**src/rtl/time_set_demux_pkg.sv**
```systemverilog
// Shared types and helpers for the alarm-clock set/display demultiplexer.
//   state_e     : UI state encoding (RUN and the four set states)
//   field_e     : edit_field codes driven to the display blink logic
//   inc_pulse_t : one bit per increment destination
package time_set_demux_pkg;

    typedef enum logic [2:0] {
        ST_RUN   = 3'd0,
        ST_T_HR  = 3'd1,
        ST_T_MIN = 3'd2,
        ST_A_HR  = 3'd3,
        ST_A_MIN = 3'd4
    } state_e;

    typedef enum logic [1:0] {
        FIELD_NONE = 2'd0,
        FIELD_HR   = 2'd1,
        FIELD_MIN  = 2'd2
    } field_e;

    typedef struct packed {
        logic time_hr;
        logic time_min;
        logic alm_hr;
        logic alm_min;
    } inc_pulse_t;

    // Mode button walks RUN -> T_HR -> T_MIN -> A_HR -> A_MIN -> RUN.
    function automatic state_e next_mode_state(input state_e s);
        case (s)
            ST_RUN:   return ST_T_HR;
            ST_T_HR:  return ST_T_MIN;
            ST_T_MIN: return ST_A_HR;
            ST_A_HR:  return ST_A_MIN;
            default:  return ST_RUN;
        endcase
    endfunction

    function automatic field_e field_of(input state_e s);
        case (s)
            ST_T_HR, ST_A_HR:   return FIELD_HR;
            ST_T_MIN, ST_A_MIN: return FIELD_MIN;
            default:            return FIELD_NONE;
        endcase
    endfunction

    function automatic logic is_alarm_state(input state_e s);
        return (s == ST_A_HR) || (s == ST_A_MIN);
    endfunction

    // Increment destination selected by a set state; RUN selects nothing.
    function automatic inc_pulse_t pulse_for(input state_e s);
        inc_pulse_t p;
        p = '0;
        case (s)
            ST_T_HR:  p.time_hr  = 1'b1;
            ST_T_MIN: p.time_min = 1'b1;
            ST_A_HR:  p.alm_hr   = 1'b1;
            ST_A_MIN: p.alm_min  = 1'b1;
            default:  p = '0;
        endcase
        return p;
    endfunction

endpackage

```
**src/rtl/time_set_demux_if.sv**
```systemverilog
// Button/strobe inputs and set/display outputs of time_set_demux.
//   master : drives tick_in, btn_mode, btn_inc; observes the outputs
//   slave  : the demux itself
interface time_set_demux_if;

    logic       tick_in;
    logic       btn_mode;
    logic       btn_inc;
    logic       inc_time_hr;
    logic       inc_time_min;
    logic       inc_alm_hr;
    logic       inc_alm_min;
    logic       alarm_en;
    logic       show_alarm;
    logic [1:0] edit_field;

    modport master (
        output tick_in, btn_mode, btn_inc,
        input  inc_time_hr, inc_time_min, inc_alm_hr, inc_alm_min,
        input  alarm_en, show_alarm, edit_field
    );

    modport slave (
        input  tick_in, btn_mode, btn_inc,
        output inc_time_hr, inc_time_min, inc_alm_hr, inc_alm_min,
        output alarm_en, show_alarm, edit_field
    );

endinterface

```
**src/rtl/time_set_demux_btn_sync_edge.sv**
```systemverilog
// Raw push-button conditioning: 2-flop synchronizer plus registered rising-edge detector.
//   clk, rst_n : clock, async active-low reset
//   btn_i      : raw asynchronous button
//   rise_o     : one-cycle strobe, high in the cycle after the third edge following a press
//   level_o    : synchronized button level, aligned with rise_o
module btn_sync_edge (
    input  logic clk,
    input  logic rst_n,
    input  logic btn_i,
    output logic rise_o,
    output logic level_o
);

    logic meta_q;
    logic sync_q;
    logic prev_q;
    logic rise_q;

    // Synchronizer, delayed copy and registered edge strobe.
    always_ff @(posedge clk or negedge rst_n) begin
        if (!rst_n) begin
            meta_q <= 1'b0;
            sync_q <= 1'b0;
            prev_q <= 1'b0;
            rise_q <= 1'b0;
        end else begin
            meta_q <= btn_i;
            sync_q <= meta_q;
            prev_q <= sync_q;
            rise_q <= sync_q & ~prev_q;
        end
    end

    assign rise_o  = rise_q;
    assign level_o = prev_q;

endmodule

```
**src/rtl/time_set_demux.sv**
```systemverilog
// Routes the shared mode/inc buttons to the four time/alarm increment pulses,
// owns the alarm-armed flag and drives the display source/blink selects.
//   clk, rst_n : clock, async active-low reset
//   bus.slave  : tick_in, btn_mode, btn_inc in; inc_* pulses, alarm_en,
//                show_alarm, edit_field out (all registered)
module time_set_demux
    import time_set_demux_pkg::*;
#(
    parameter int unsigned REPEAT_DELAY = 5,
    parameter int unsigned REPEAT_RATE  = 2,
    parameter int unsigned TIMEOUT      = 100
) (
    input  logic           clk,
    input  logic           rst_n,
    time_set_demux_if.slave bus
);

    localparam int unsigned MAX_RD    = (REPEAT_DELAY > REPEAT_RATE) ? REPEAT_DELAY : REPEAT_RATE;
    localparam int unsigned MAX_PARAM = (MAX_RD > TIMEOUT) ? MAX_RD : TIMEOUT;
    localparam int unsigned CNT_W     = $clog2(MAX_PARAM) + 1;

    localparam logic [CNT_W-1:0] DELAY_C   = CNT_W'(REPEAT_DELAY);
    localparam logic [CNT_W-1:0] RATE_C    = CNT_W'(REPEAT_RATE);
    localparam logic [CNT_W-1:0] TIMEOUT_C = CNT_W'(TIMEOUT);

    function automatic logic [CNT_W-1:0] sat_inc(input logic [CNT_W-1:0] v);
        return (v == '1) ? v : v + CNT_W'(1);
    endfunction

    logic mode_rise;
    logic mode_level;
    logic inc_rise;
    logic inc_level;

    btn_sync_edge u_mode (
        .clk     (clk),
        .rst_n   (rst_n),
        .btn_i   (bus.btn_mode),
        .rise_o  (mode_rise),
        .level_o (mode_level)
    );

    btn_sync_edge u_inc (
        .clk     (clk),
        .rst_n   (rst_n),
        .btn_i   (bus.btn_inc),
        .rise_o  (inc_rise),
        .level_o (inc_level)
    );

    state_e           state_q, state_d;
    logic [CNT_W-1:0] rep_cnt_q, rep_cnt_d;
    logic             rep_run_q, rep_run_d;
    logic [CNT_W-1:0] to_cnt_q, to_cnt_d;
    logic             alarm_en_q, alarm_en_d;
    inc_pulse_t       inc_q, inc_d;
    field_e           edit_q;
    logic             show_q;

    logic             fire;
    logic [CNT_W-1:0] rep_limit;
    logic [CNT_W-1:0] rep_next;

    // Next-state, counters and pulse request.
    always_comb begin
        state_d    = state_q;
        rep_cnt_d  = rep_cnt_q;
        rep_run_d  = rep_run_q;
        to_cnt_d   = to_cnt_q;
        alarm_en_d = alarm_en_q;
        inc_d      = '0;
        fire       = 1'b0;
        rep_limit  = rep_run_q ? RATE_C : DELAY_C;
        rep_next   = sat_inc(rep_cnt_q);

        if (mode_rise) begin
            // Mode beats a coincident inc edge; the inc press is dropped.
            state_d   = next_mode_state(state_q);
            rep_cnt_d = '0;
            rep_run_d = 1'b0;
            to_cnt_d  = '0;
        end else if (inc_rise) begin
            rep_cnt_d = '0;
            rep_run_d = 1'b0;
            to_cnt_d  = '0;
            if (state_q == ST_RUN) begin
                alarm_en_d = ~alarm_en_q;
            end else begin
                fire = 1'b1;
            end
        end else if (state_q == ST_RUN) begin
            rep_cnt_d = '0;
            rep_run_d = 1'b0;
            to_cnt_d  = '0;
        end else begin
            // Auto-repeat: first pulse after REPEAT_DELAY ticks, then every REPEAT_RATE.
            if (!inc_level) begin
                rep_cnt_d = '0;
                rep_run_d = 1'b0;
            end else if (bus.tick_in) begin
                if (rep_next >= rep_limit) begin
                    fire      = 1'b1;
                    rep_cnt_d = '0;
                    rep_run_d = 1'b1;
                end else begin
                    rep_cnt_d = rep_next;
                end
            end

            // Inactivity timeout; a held button counts as activity.
            if (inc_level || mode_level) begin
                to_cnt_d = '0;
            end else if (to_cnt_q >= TIMEOUT_C) begin
                state_d  = ST_RUN;
                to_cnt_d = '0;
            end else if (bus.tick_in) begin
                to_cnt_d = sat_inc(to_cnt_q);
            end
        end

        if (fire) begin
            inc_d = pulse_for(state_q);
        end
    end

    // State, counters and registered outputs; display selects track state_d.
    always_ff @(posedge clk or negedge rst_n) begin
        if (!rst_n) begin
            state_q    <= ST_RUN;
            rep_cnt_q  <= '0;
            rep_run_q  <= 1'b0;
            to_cnt_q   <= '0;
            alarm_en_q <= 1'b0;
            inc_q      <= '0;
            edit_q     <= FIELD_NONE;
            show_q     <= 1'b0;
        end else begin
            state_q    <= state_d;
            rep_cnt_q  <= rep_cnt_d;
            rep_run_q  <= rep_run_d;
            to_cnt_q   <= to_cnt_d;
            alarm_en_q <= alarm_en_d;
            inc_q      <= inc_d;
            edit_q     <= field_of(state_d);
            show_q     <= is_alarm_state(state_d);
        end
    end

    assign bus.inc_time_hr  = inc_q.time_hr;
    assign bus.inc_time_min = inc_q.time_min;
    assign bus.inc_alm_hr   = inc_q.alm_hr;
    assign bus.inc_alm_min  = inc_q.alm_min;
    assign bus.alarm_en     = alarm_en_q;
    assign bus.show_alarm   = show_q;
    assign bus.edit_field   = edit_q;

endmodule
```
**src/flat_wrapper.sv**
```systemverilog
// flat-port wrapper written by rule: the top's interface ports become plain ports
module time_set_demux_flat import time_set_demux_pkg::*;
#(
    parameter int unsigned REPEAT_DELAY = 5,
    parameter int unsigned REPEAT_RATE  = 2,
    parameter int unsigned TIMEOUT      = 100
)
  (clk, rst_n, bus_tick_in, bus_btn_mode, bus_btn_inc, bus_inc_time_hr, bus_inc_time_min, bus_inc_alm_hr, bus_inc_alm_min, bus_alarm_en, bus_show_alarm, bus_edit_field);
  time_set_demux_if bus_i ();
  input  logic clk;
  input  logic rst_n;
  input wire logic [$bits(bus_i.tick_in)-1:0] bus_tick_in;
  input wire logic [$bits(bus_i.btn_mode)-1:0] bus_btn_mode;
  input wire logic [$bits(bus_i.btn_inc)-1:0] bus_btn_inc;
  output wire logic [$bits(bus_i.inc_time_hr)-1:0] bus_inc_time_hr;
  output wire logic [$bits(bus_i.inc_time_min)-1:0] bus_inc_time_min;
  output wire logic [$bits(bus_i.inc_alm_hr)-1:0] bus_inc_alm_hr;
  output wire logic [$bits(bus_i.inc_alm_min)-1:0] bus_inc_alm_min;
  output wire logic [$bits(bus_i.alarm_en)-1:0] bus_alarm_en;
  output wire logic [$bits(bus_i.show_alarm)-1:0] bus_show_alarm;
  output wire logic [$bits(bus_i.edit_field)-1:0] bus_edit_field;
  assign bus_i.tick_in = bus_tick_in;
  assign bus_i.btn_mode = bus_btn_mode;
  assign bus_i.btn_inc = bus_btn_inc;
  assign bus_inc_time_hr = bus_i.inc_time_hr;
  assign bus_inc_time_min = bus_i.inc_time_min;
  assign bus_inc_alm_hr = bus_i.inc_alm_hr;
  assign bus_inc_alm_min = bus_i.inc_alm_min;
  assign bus_alarm_en = bus_i.alarm_en;
  assign bus_show_alarm = bus_i.show_alarm;
  assign bus_edit_field = bus_i.edit_field;
  time_set_demux #(.REPEAT_DELAY(REPEAT_DELAY), .REPEAT_RATE(REPEAT_RATE), .TIMEOUT(TIMEOUT)) u_core (.clk(clk), .rst_n(rst_n), .bus(bus_i));
endmodule
```
**config.mk**
```make
export PLATFORM = sky130hd
export DESIGN_NAME = time_set_demux_flat
export DESIGN_NICKNAME = d
export VERILOG_FILES = /design/src/rtl/time_set_demux_pkg.sv /design/src/rtl/time_set_demux_if.sv /design/src/rtl/time_set_demux_btn_sync_edge.sv /design/src/rtl/time_set_demux.sv /design/src/flat_wrapper.sv
export SDC_FILE = /design/constraint.sdc
export NUM_CORES = 1
export LEC_CHECK = 0
export BUFFER_PORTS_ARGS = -buffer_cell sky130_fd_sc_hd__buf_4
export CORE_ASPECT_RATIO = 1.5
export CORE_UTILIZATION = 50
export DETAILED_ROUTE_END_ITERATION = 8
export HOLD_SLACK_MARGIN = 0.05
export PLACE_DENSITY = 0.78
export SYNTH_ARGS = -nofsm -noshare
export SYNTH_HDL_FRONTEND = slang
export SYNTH_SLANG_ARGS = --single-unit
```
**constraint.sdc**
```tcl
create_clock -name clk -period 3.3 [get_ports clk]
set_clock_uncertainty 0.15 [all_clocks]
set_input_delay 0.495 -clock clk [delete_from_list [all_inputs] [get_ports clk]]
set_output_delay 0.495 -clock clk [all_outputs]
set_load 0.01 [all_outputs]
```
======== Word-level counts from Yosys, hierarchy flattened ========
Index checks and enable logic that the tools add are counted.
word-level totals
  register bits ........................... 36
  bits of input ports ..................... 5
  word-level logic and storage cells ...... 91
operators by class
  $add $sub $neg .......................... 2
  magnitude comparators ................... 2
  eq/ne operators ......................... 13
  multiplexer cells ....................... 40
  bitwise logic cells ..................... 6
  reductions and logical operators ........ 9
operator list
  cell                 count
  $mux 8               14
  $mux 3               6
  $mux 1               17
  $add 8x1->8 const B  2
  $eq 8x8->1 const B   2
  $eq 3x2->1 const B   4
  $pmux 3 s4           1
  $ge 8x7->1 const B   1
  $ge 8x8->1           1
  $eq 3x1->1 const B   2
  $eq 3x3->1 const B   2
  $ne 6x3->1 const B   1
  $reduce_bool 6->1    1
  $ne 5x1->1 const B   1
  $ne 5x2->1 const B   1
  $mux 4               1
  $not 1->1            4
  $pmux 2 s2           1
  $reduce_and 2->1     2
  $reduce_or 2->1      2
  $logic_not 3->1      1
  $reduce_and 3->1     1
  $and 1x1->1          2
  $logic_or 1x1->1     2

======== Logic depth before layout (Yosys ltp) ========
Gate-level depths: netlist (run 1).
  depth after elaboration ................. 10
  gate-level depth with buffers ........... 10
  gate-level depth less buffers ........... 10

======== By module ========
From an unflattened synthesis (run 1), not the netlist that was laid out.
unflattened totals
  cells, all modules ...................... 153
  area, all modules ....................... 1652.8 µm²
by module, submodules not included
  module          times used  cells each  area each (µm²)  sequential area each (µm²)
  time_set_demux  1           143         1425.1           700.7
  btn_sync_edge   2           5           113.9            100.1

======== Least setup slack after synthesis (run 1) ========
No wires, ideal clock.
  path type ............................... reg2reg
  from .................................... register u_core.rep_cnt_q[0]
  to ...................................... register u_core.inc_q (netlist bit u_core.bus.inc_alm_hr)
  arrival time ............................ 2117 ps
  slack ................................... 922 ps
  stages on the path, launching flop included .. 11
  path buffers ............................ 0
  clock period less this slack ............ 2378 ps
  cell sequence ........................... dfrtp_1 -> ha_1 -> and4_1 -> nand2_1 -> nand2_1 -> o21ai_0 -> ha_1 -> o21ai_0 -> a21oi_1 -> o311ai_2 -> a2111oi_2
RTL lines
  element                 line                   text
  from (decl)             time_set_demux.sv:52   logic [CNT_W-1:0] rep_cnt_q, rep_cnt_d;
  from (signal assigned)  time_set_demux.sv:139  rep_cnt_q <= rep_cnt_d;
  to (signal assigned)    time_set_demux.sv:143  inc_q <= inc_d;
  to (decl)               time_set_demux.sv:56   inc_pulse_t inc_q, inc_d;

==> run summary, run 1 <==
Status - finished, final reports clean
Area contributors post-synth - dfrtp_1, ha_1, a21oi_1
Max Root-Sink Buffers - 2
Worst-Skew Late Latency - 280 ps
Reg2reg start - u_core.rep_cnt_q[0]$_DFFE_PN0P_
Post-synth top cells - dfrtp_1, a21oi_1, nor2_1
Power Dens Cells - 541 nW/um^2
F_max - 368 MHz
Cts bufs inserted - 5
Placer congestion estimate - 0.786
Worst Path Max Fanout - 5
Synth area leader - dfrtp_1
Hold Startpoint - bus_btn_inc
Delay-heaviest family, CP - compound AO/OA/AOI/OAI gates
Setup TNS - 0 ps
Crit-path slowest cell - a2111oi_2
Switching share of power - 27.7%
Ys async rst share - 100%
Share of layout cells above drive strength 1 - 14.5%
# rows - 25
Path type of the worst setup path - reg -> reg
Total I/O pin count - 13
Drt total wl - 3.13 mm
Synth top area share - 54.5%
Initial antenna violation count - 0
Clock Tree Root - clkbuf_8
Post-cts gate resize count - 0
Initial DRC Count - 27
Worst hold path class - in -> reg
Port Buf Inserts - 12
TritonCTS clock tree - yes
Post-DP HPWL - 2.23 mm
Overflow after GRT - 0
Clock slew at reported path FFs - 70 ps
Primary FF master, synth - dfrtp_1
CTS sink cnt - 36
Routed length per instance - 15.3 um
Count of cell types in the netlist - 37
Worst VDD drop - 0.456 mV
First-pass GRT wire length - 5.48 mm
Buf/Inv on CP - 0
Max-cap violations - 0
RSZ-0062 raised after global routing - false
Post-DP Area - 1770 um^2
Mapped cell area - 1650 um^2
Clock power share - 30.8%
Sequential power share - 52.1%
LEAKAGE - 0.852 nW
Drt first pass iters - 4
Gate Count Post-Synth - 148
Comb power frac - 17.0%
CP Capture Type - flip-flop
Sequential share of the synthesized area - 54.5%
Flop-to-flop setup slack - 590 ps
Fin area - 1870 um^2
CP Launch Type - flip-flop
Tmin final - 2710 ps
Largest net degree at the start of global routing - 37
Slew Viols, Final - 0
Most frequent cell after synthesis - dfrtp_1
Switch Pwr - 0.000280 W
Total GRT Usage - 20.8%
CP Data Arrival Time - 2730 ps
P&R area growth vs syn - 13.3%
Final setup viols - 0
CTS H-tree depth - 2
Initial Util - 52.3%
Die Height - 72.4 um
Final layout net count - 175
Tcrit/Tclk final - 82.3%
Vias in the first global route - 1236
Critical path data required time - 3320 ps
# DRC - 0
Die area - 3540 um^2
DR vias - 1172
Yosys reg bits - 36
CP startpoint - u_core.rep_cnt_q[0]$_DFFE_PN0P_
Ant. Diodes - 0
Vias/cell - 5.72
Final ANT Viol Nets - 0
Slowest stage delay, CP - 420 ps
Worst-path cell chain - ha_1 -> and4_1 -> nand2_1 -> nand2_1 -> o21ai_0 -> ha_1 -> o21ai_0 -> a21oi_1 -> o311ai_2 -> a2111oi_2
CORE AREA - 3160 um^2
Pint - 0.000733 W
Die Wd - 48.9 um
Post-Syn Nets - 159
Number of flops mapped to enable cells by yosys - 0
Endpoints failing hold - 0
Ys Warns - 0
Synthesized area per cell - 11.2 um^2
Final Hold Slack - 169 ps
## cells by family after synthesis
group                      Yosys count  synth area share (%)
other                                1                 0.227
and+or+nand+nor                     50                  16.7
muxes                                5                  3.03
buffers and inverters               13                  3.26
DFF                                 36                  54.5
xor gates and xnor gates             4                  2.12
AOI/OAI and AO/OA                   33                  15.7
adders and majority gates            6                  4.54
## layer usage
layer | routed length, um | global-route usage (%) | up-vias | part of all wire [%]
met4 | 82 | 11.4 | 0 | 2.6
met2 | 1680 | 37.5 | 22 | 54
met3 | 122 | 5.24 | 8 | 3.9
li1 | - | - | 567 | -
met5 | 0 | 0 | - | 0
met1 | 1250 | 21.9 | 575 | 40
## cell usage in the layout (no fill, tap or decap), types with 3 or more instances in the layout
cell / instances
nor2_1: 10
nor3_1: 4
nand3_1: 3
o32ai_1: 3
nand4_1: 3
a21oi_1: 11
inv_1: 9
nor2b_1: 3
clkbuf_8: 6
o21ai_0: 3
and2_1: 5
dfrtp_1: 36
or3_1: 3
buf_4: 12
ha_1: 6
a311oi_1: 3
nand2_1: 7
and3_1: 3
xnor2_1: 4
nand2b_1: 4
mux2i_1: 5
## worst paths after layout
kind	endpoint	cells after the start
max	u_core.bus.inc_time_hr$_DFF_PN0_	10
min	u_core.u_inc.meta_q$_DFF_PN0_	1
max reg2reg	u_core.bus.inc_time_hr$_DFF_PN0_	10
min reg2reg	u_core.u_inc.sync_q$_DFF_PN0_	0
max in group asynchronous	u_core.to_cnt_q[2]$_DFFE_PN0P_	2
min in group asynchronous	u_core.bus.alarm_en$_DFFE_PN0P_	2
## area by class of cell
class                           count  area, um^2
Clock buffer                        8        90.1
Fill cell                         268        1290
Tap cell                           40        50.0
Timing Repair Buffer               13         100
Sequential cell                    36         901
Inverter                            9        33.8
Multi-Input combinational cell     99         698
## through the flow
stage	instances	total power (W)	worst slack [ps]	util, %
after detailed placement	196	0.000708	620	56.1
after CTS	205	0.00103	600	59.3
after global placement	196	0.000697	815	56.1
after global routing	205	0.00107	327	59.3
after floorplan	148	0.000639	922	-
final	205	0.00101	586	59.3
## power groups by stage
stage / Combinational [W] / Clock, W / Sequential [W]
after floorplan: 0.000117 / 0 / 0.000522
after global placement: 0.000166 / 0 / 0.000531
after detailed placement: 0.000172 / 0 / 0.000535
after CTS: 0.000174 / 0.000326 / 0.000528
after global routing: 0.000191 / 0.000344 / 0.000536
final: 0.000172 / 0.000312 / 0.000528
## registers in the layout, summed over array words and instances, names as in the netlist
name                     cells
u_core.u_mode.level_o        1
u_core.u_inc.level_o         1
u_core.bus.inc_alm_hr        1
u_core.u_inc.rise_o          1
u_core.u_mode.rise_o         1
u_core.bus.inc_time_min      1
u_core.u_mode.sync_q         1
u_core.to_cnt_q              8
u_core.u_inc.meta_q          1
u_core.u_inc.sync_q          1
u_core.rep_run_q             1
u_core.state_q               3
u_core.bus.alarm_en          1
u_core.bus.inc_alm_min       1
u_core.bus.inc_time_hr       1
u_core.bus.edit_field        2
u_core.u_mode.meta_q         1
u_core.rep_cnt_q             8
u_core.bus.show_alarm        1
## what timing repair did
action                    CTS  global route
hold endpoints to repair   36             0
setup buffers               0             0
hold buffers                1             0
No activity file was read; power rests on OpenSTA's default activity.
==> run 2, diff against run 1 <==
ABC_AREA = 1   (was unset)
PLACE_DENSITY = 0.81   (was 0.78)
clock period = 2.17 ns   (was 3.3 ns; I/O delays follow)
==> run summary, run 2 <==
Power Dens Cells - 729 nW/um^2
Sequential share of the synthesized area - 51.2%
Endpoints failing hold - 0
Tmin final - 2320 ps
Top flop regs - u_core.rep_cnt_q x8, u_core.to_cnt_q x8, u_core.state_q x3
Cts bufs inserted - 5
Clock power share - 29.6%
Vias/cell - 5.04
Path type of the worst setup path - reg -> reg
Area taken by multi-input logic gates - 779 um^2
Adder-Cell Fraction of Synth Area - 4.26%
Main combinational cell family by area after synthesis - simple AND/OR/NAND/NOR gates
CTS H-tree depth - 2
Largest net degree at the start of global routing - 37
Slowest stage delay, CP - 370 ps
LEAKAGE - 1.05 nW
Most frequent cells in the layout - dfrtp_1, inv_1, nand2_1
Fin area - 2130 um^2
Mux cell area share after synthesis - 0%
Post-synth top cells - dfrtp_1, nand2_1, inv_1
Initial Util - 52.0%
Die area - 3770 um^2
First-pass GRT wire length - 4.99 mm
Post-Syn Nets - 207
Most used cell, CP - nand2_1
DR vias - 1345
Comb power frac - 21.0%
Worst R2R End - u_core.rep_cnt_q[0]$_DFFE_PN0P_
Initial DRC Count - 27
Tcrit/Tclk final - 107%
Worst-Skew Late Latency - 290 ps
CP Capture Type - flip-flop
Count of cell types in the netlist - 27
Worst Path Max Fanout - 3
Placer congestion estimate - 0.726
Number of flops mapped to enable cells by yosys - 0
Port Buf Inserts - 12
Flop-to-flop setup slack - -150 ps
Routed length per instance - 12.6 um
Non-filler instance count after layout - 267
CORE AREA - 3380 um^2
Crit-path slowest cell - dfrtp_1
Pint - 0.00108 W
Setup WS post-layout - -154 ps
Share of layout cells above drive strength 1 - 32.0%
Yosys reg bits - 36
Placed Cells incl. Taps - 253
WHS Path Cells - 4
Fillers - 277
Area contributors post-synth - dfrtp_1, nand2_1, inv_1
Failing checks - negative setup slack
Ant. Diodes - 0
Switch Pwr - 0.000470 W
RSZ-0062 raised after global routing - true
Drt first pass iters - 5
Overflow after GRT - 0
Most frequent cell after synthesis - dfrtp_1
CP Data Arrival Time - 2400 ps
CP Launch Type - flip-flop
Commonest non-fill, non-tap cell in the layout - dfrtp_1
Total I/O pin count - 13
Simple-gate portion of the synthesized area - 27.1%
Switching share of power - 30.3%
Final ANT Viol Nets - 0
Final layout net count - 235
Vias in the first global route - 1238
# rows - 26
P&R area growth vs syn - 21.1%
Post-DP HPWL - 2.25 mm
Gate Count Post-Synth - 196
Synthesized area per cell - 8.98 um^2
Worst hold path class - in -> reg
Post-Synth XOR/XNOR Area - 0.995%
Compound-gate portion of the synthesized area - 8.24%
Ys async rst share - 100%
Total GRT Usage - 18.2%
Critical Path End - u_core.rep_cnt_q[0]$_DFFE_PN0P_
FF/Latch Area - 901 um^2
Clock slew at reported path FFs - 70 ps
Worst VDD drop - 0.552 mV
Synth top area share - 51.2%
Mapped cell area - 1760 um^2
Ys Warns - 0
Die Height - 74.7 um
Max-cap violations - 0
Worst-path cell chain - ha_2 -> nand2_2 -> inv_2 -> nand4_4 -> buf_6 -> nand2_1 -> o21ai_2 -> ha_1 -> o21ai_1 -> nand2_1 -> nand2_2 -> nand3_4 -> inv_4 -> nand3_1 -> nand2_1
CTS sink cnt - 36
Max Root-Sink Buffers - 2
Status - finished, violations left
Initial antenna violation count - 0
Sequential power share - 49.4%
Drt total wl - 3.37 mm
Post-DP Area - 1930 um^2
Reg2reg start - u_core.rep_cnt_q[1]$_DFFE_PN0P_
F_max - 430 MHz
Post-route total power - 0.00155 W
# DRC - 0
Setup TNS - -1080 ps
Final core occ - 63.0%
Primary FF master, synth - dfrtp_1
Final setup viols - 8
Synth area leader - dfrtp_1
TritonCTS clock tree - yes
CP startpoint - u_core.rep_cnt_q[1]$_DFFE_PN0P_
Worst R2R Path Depth - 15
Die Wd - 50.5 um
Critical path data required time - 2250 ps
Clock Tree Root - clkbuf_8
Slew Viols, Final - 0
-- run 2: cell families (layout without fill, tap and decap cells) --
kind of cell / Yosys count / in the layout
flops: 36 / 36
xor+xnor: 2 / 2
other cells: 1 / 1
fa+ha+maj: 6 / 6
compound gates: 23 / 23
buf+inv: 37 / 66
simple gates: 91 / 91
-- run 2: critical path: cells and delay by family, from the launching register on --
family,cells,cell delay (ps)
AO/OA/AOI/OAI,2,180
buffers and inverters,3,340
AND/OR/NAND/NOR,8,720
adder cells (fa/ha/maj),2,510
flip-flops,1,370
-- run 2: what timing repair did --
item                                    in CTS  in global routing
hold endpoints to repair                    38                  0
endpoints found under the setup margin       8                  8
setup buffers                                1                  2
gates resized for setup                      3                 13
hold buffers                                 3                  0
pin swaps                                    2                  8
-- run 2: final cells by class --
cell class / instances / share of cell area (%)
inverter: 37 / 6.69
multi-input combinational: 123 / 36.6
sequential: 36 / 42.3
timing repair buffer: 21 / 7.92
clock inverter: 3 / 0.880
tap: 42 / 2.46
clock buffer: 5 / 3.23
-- run 2: layer usage --
metal | vias up | track usage (%) | wire length, um
li1 | 660 | - | -
met1 | 653 | 18.1 | 1280
met2 | 22 | 34.4 | 1880
met3 | 10 | 4.85 | 129
met4 | 0 | 9.26 | 84
met5 | - | 0 | 0
-- run 2: metrics by stage --
step | setup slack (ps) | hold WS [ps]
floorplan | 68.8 | -120
global placement | 41.2 | 149
detailed placement | -35.6 | 155
global route | -276 | 203
CTS | 4.14 | 192
finish | -154 | 200
-- run 2: worst min-delay path by stage --
| stage | start | end | slack, ps |
|---|---|---|---|
| 2_1_floorplan | rst_n | u_core.bus.alarm_en$_DFFE_PN0P_ | -120 |
| 3_3_place_gp | rst_n | u_core.bus.inc_time_min$_DFF_PN0_ | 150 |
| 3_5_place_dp | rst_n | u_core.bus.inc_time_min$_DFF_PN0_ | 150 |
| 4_1_cts | bus_tick_in | u_core.rep_cnt_q[2]$_DFFE_PN0P_ | 190 |
| 5_1_grt | bus_tick_in | u_core.rep_cnt_q[2]$_DFFE_PN0P_ | 200 |
| 6_report | bus_tick_in | u_core.rep_cnt_q[2]$_DFFE_PN0P_ | 200 |
-- run 2: power groups by stage --
stage,Combinational (W),Clock (W),Sequential [W]
2_1_floorplan,0.000188,0,0.000789
3_3_place_gp,0.000297,0,0.000775
3_5_place_dp,0.000306,0,0.000778
4_1_cts,0.000317,0.000480,0.000765
5_1_grt,0.000363,0.000506,0.000771
6_report,0.000326,0.000460,0.000768
==> run 3, diff against run 2 <==
MAX_ROUTING_LAYER = met4   (was unset)
==> run summary, run 3 (synthesis gave the netlist of run 2 again) <==
Status - finished, violations left
Failing checks - negative setup slack
DR vias - 1345
Worst VDD drop - 0.552 mV
Final ANT Viol Nets - 0
Worst Setup Slack post-DPL - -35.6 ps
Setup TNS - -1100 ps
# rows - 26
Critical path data required time - 2250 ps
Area taken by multi-input logic gates - 779 um^2
Most used cell, CP - nand2_1
First-pass GRT wire length - 5.01 mm
CTS sink cnt - 36
Worst R2R Path Depth - 15
Worst hold path class - reg -> reg
Routed length per instance - 12.5 um
Delay-heaviest family, CP - simple AND/OR/NAND/NOR gates
CTS H-tree depth - 2
Fillers - 277
Initial DRC Count - 32
Cts bufs inserted - 5
Post-route total power - 0.00155 W
Most frequent cells in the layout - dfrtp_1, inv_1, nand2_1
Share of layout cells above drive strength 1 - 32.0%
Top flop regs - u_core.rep_cnt_q x8, u_core.to_cnt_q x8, u_core.state_q x3
WHS Path Cells - 0
Worst Path Max Fanout - 3
Largest net degree at the start of global routing - 37
Die Height - 74.7 um
Drt first pass iters - 6
Clock Tree Root - clkbuf_8
CP Launch Type - flip-flop
Post-DP HPWL - 2.25 mm
Die area - 3770 um^2
Placer congestion estimate - 0.735
Endpoints failing hold - 0
Commonest non-fill, non-tap cell in the layout - dfrtp_1
Buf/Inv on CP - 3
Total I/O pin count - 13
CP Capture Type - flip-flop
CORE AREA - 3380 um^2
Initial antenna violation count - 0
Die Wd - 50.5 um
Max-cap violations - 0
Worst-Skew Late Latency - 290 ps
Initial Util - 52.0%
Final setup viols - 8
Path type of the worst setup path - reg -> reg
Port Buf Inserts - 12
RSZ-0062 raised after global routing - true
Slew Viols, Final - 0
Tcrit/Tclk final - 107%
Ant. Diodes - 0
Vias in the first global route - 1237
Slowest stage delay, CP - 370 ps
LEAKAGE - 1.05 nW
Max Root-Sink Buffers - 2
Setup WS post-layout - -157 ps
Clock slew at reported path FFs - 70 ps
FF/Latch Area - 901 um^2
P&R area growth vs syn - 21.1%
Drt total wl - 3.35 mm
F_max - 430 MHz
TritonCTS clock tree - yes
CP Data Arrival Time - 2410 ps
Worst-path cell chain - ha_2 -> nand2_2 -> inv_2 -> nand4_4 -> buf_6 -> nand2_1 -> o21ai_2 -> ha_1 -> o21ai_1 -> nand2_1 -> nand2_2 -> nand3_4 -> inv_4 -> nand3_1 -> nand2_1
# DRC - 0
Total GRT Usage - 18.9%
Crit-path slowest cell - dfrtp_1
Final layout net count - 235
Power Dens Cells - 728 nW/um^2
Tmin final - 2330 ps
Final Hold Slack - 202 ps
Overflow after GRT - 0
Total stage count of the critical path - 15
Vias/cell - 5.04
-- run 3: cell counts in the layout (fill, tap and decap cells not counted) --
Identical to the previous run, type by type.
-- run 3: cell type report --
cell class | count | area share [%]
clock inverter | 3 | 0.880
sequential | 36 | 42.3
multi-input combinational | 123 | 36.6
tap | 42 | 2.46
timing repair buffer | 21 | 7.92
clock buffer | 5 | 3.23
inverter | 37 | 6.69
-- run 3: metrics by stage --
step / std cells / util (%) / instance area, um^2
after global routing: 267 / 63.0 / 2130
after CTS: 265 / 60.8 / 2060
after global placement: 253 / 56.9 / 1930
final: 267 / 63.0 / 2130
after detailed placement: 253 / 56.9 / 1930
after floorplan: 196 / - / 1760
-- run 3: where the power goes --
group / switching, W / internal (W) / total (W)
combinational: 0.000191 / 0.000135 / 0.000325
clock: 0.000237 / 0.000223 / 0.000460
sequential: 0.0000416 / 0.000726 / 0.000767
total: 0.000469 / 0.00108 / 0.00155
-- run 3: metal layers --
metal  track usage [%]  vias up  routed length [um]
met2              34.5       14                1880
met4              9.26        0                  83
met5                 -        -                   0
li1                  -      664                   -
met1              18.2      657                1310
met3              4.85       10                  78
-- run 3: path summary, 6_finish.rpt --
path | to | slack, ps | from
min | u_core.u_mode.sync_q$_DFF_PN0_ | 200 | u_core.u_mode.meta_q$_DFF_PN0_
max in group asynchronous | u_core.rep_cnt_q[6]$_DFFE_PN0P_ | 1170 | rst_n
min in group asynchronous | u_core.bus.inc_time_min$_DFF_PN0_ | 380 | rst_n
min reg2reg | u_core.u_mode.sync_q$_DFF_PN0_ | 200 | u_core.u_mode.meta_q$_DFF_PN0_
max | u_core.rep_cnt_q[0]$_DFFE_PN0P_ | -160 | u_core.rep_cnt_q[1]$_DFFE_PN0P_
max reg2reg | u_core.rep_cnt_q[0]$_DFFE_PN0P_ | -160 | u_core.rep_cnt_q[1]$_DFFE_PN0P_
-- run 3: timing repair --
item	in CTS	in global routing
pin swaps	2	8
endpoints found under the hold margin	38	0
endpoints found under the setup margin	8	8
buffers inserted	1	2
hold buffers	3	0
gates resized for setup	3	13
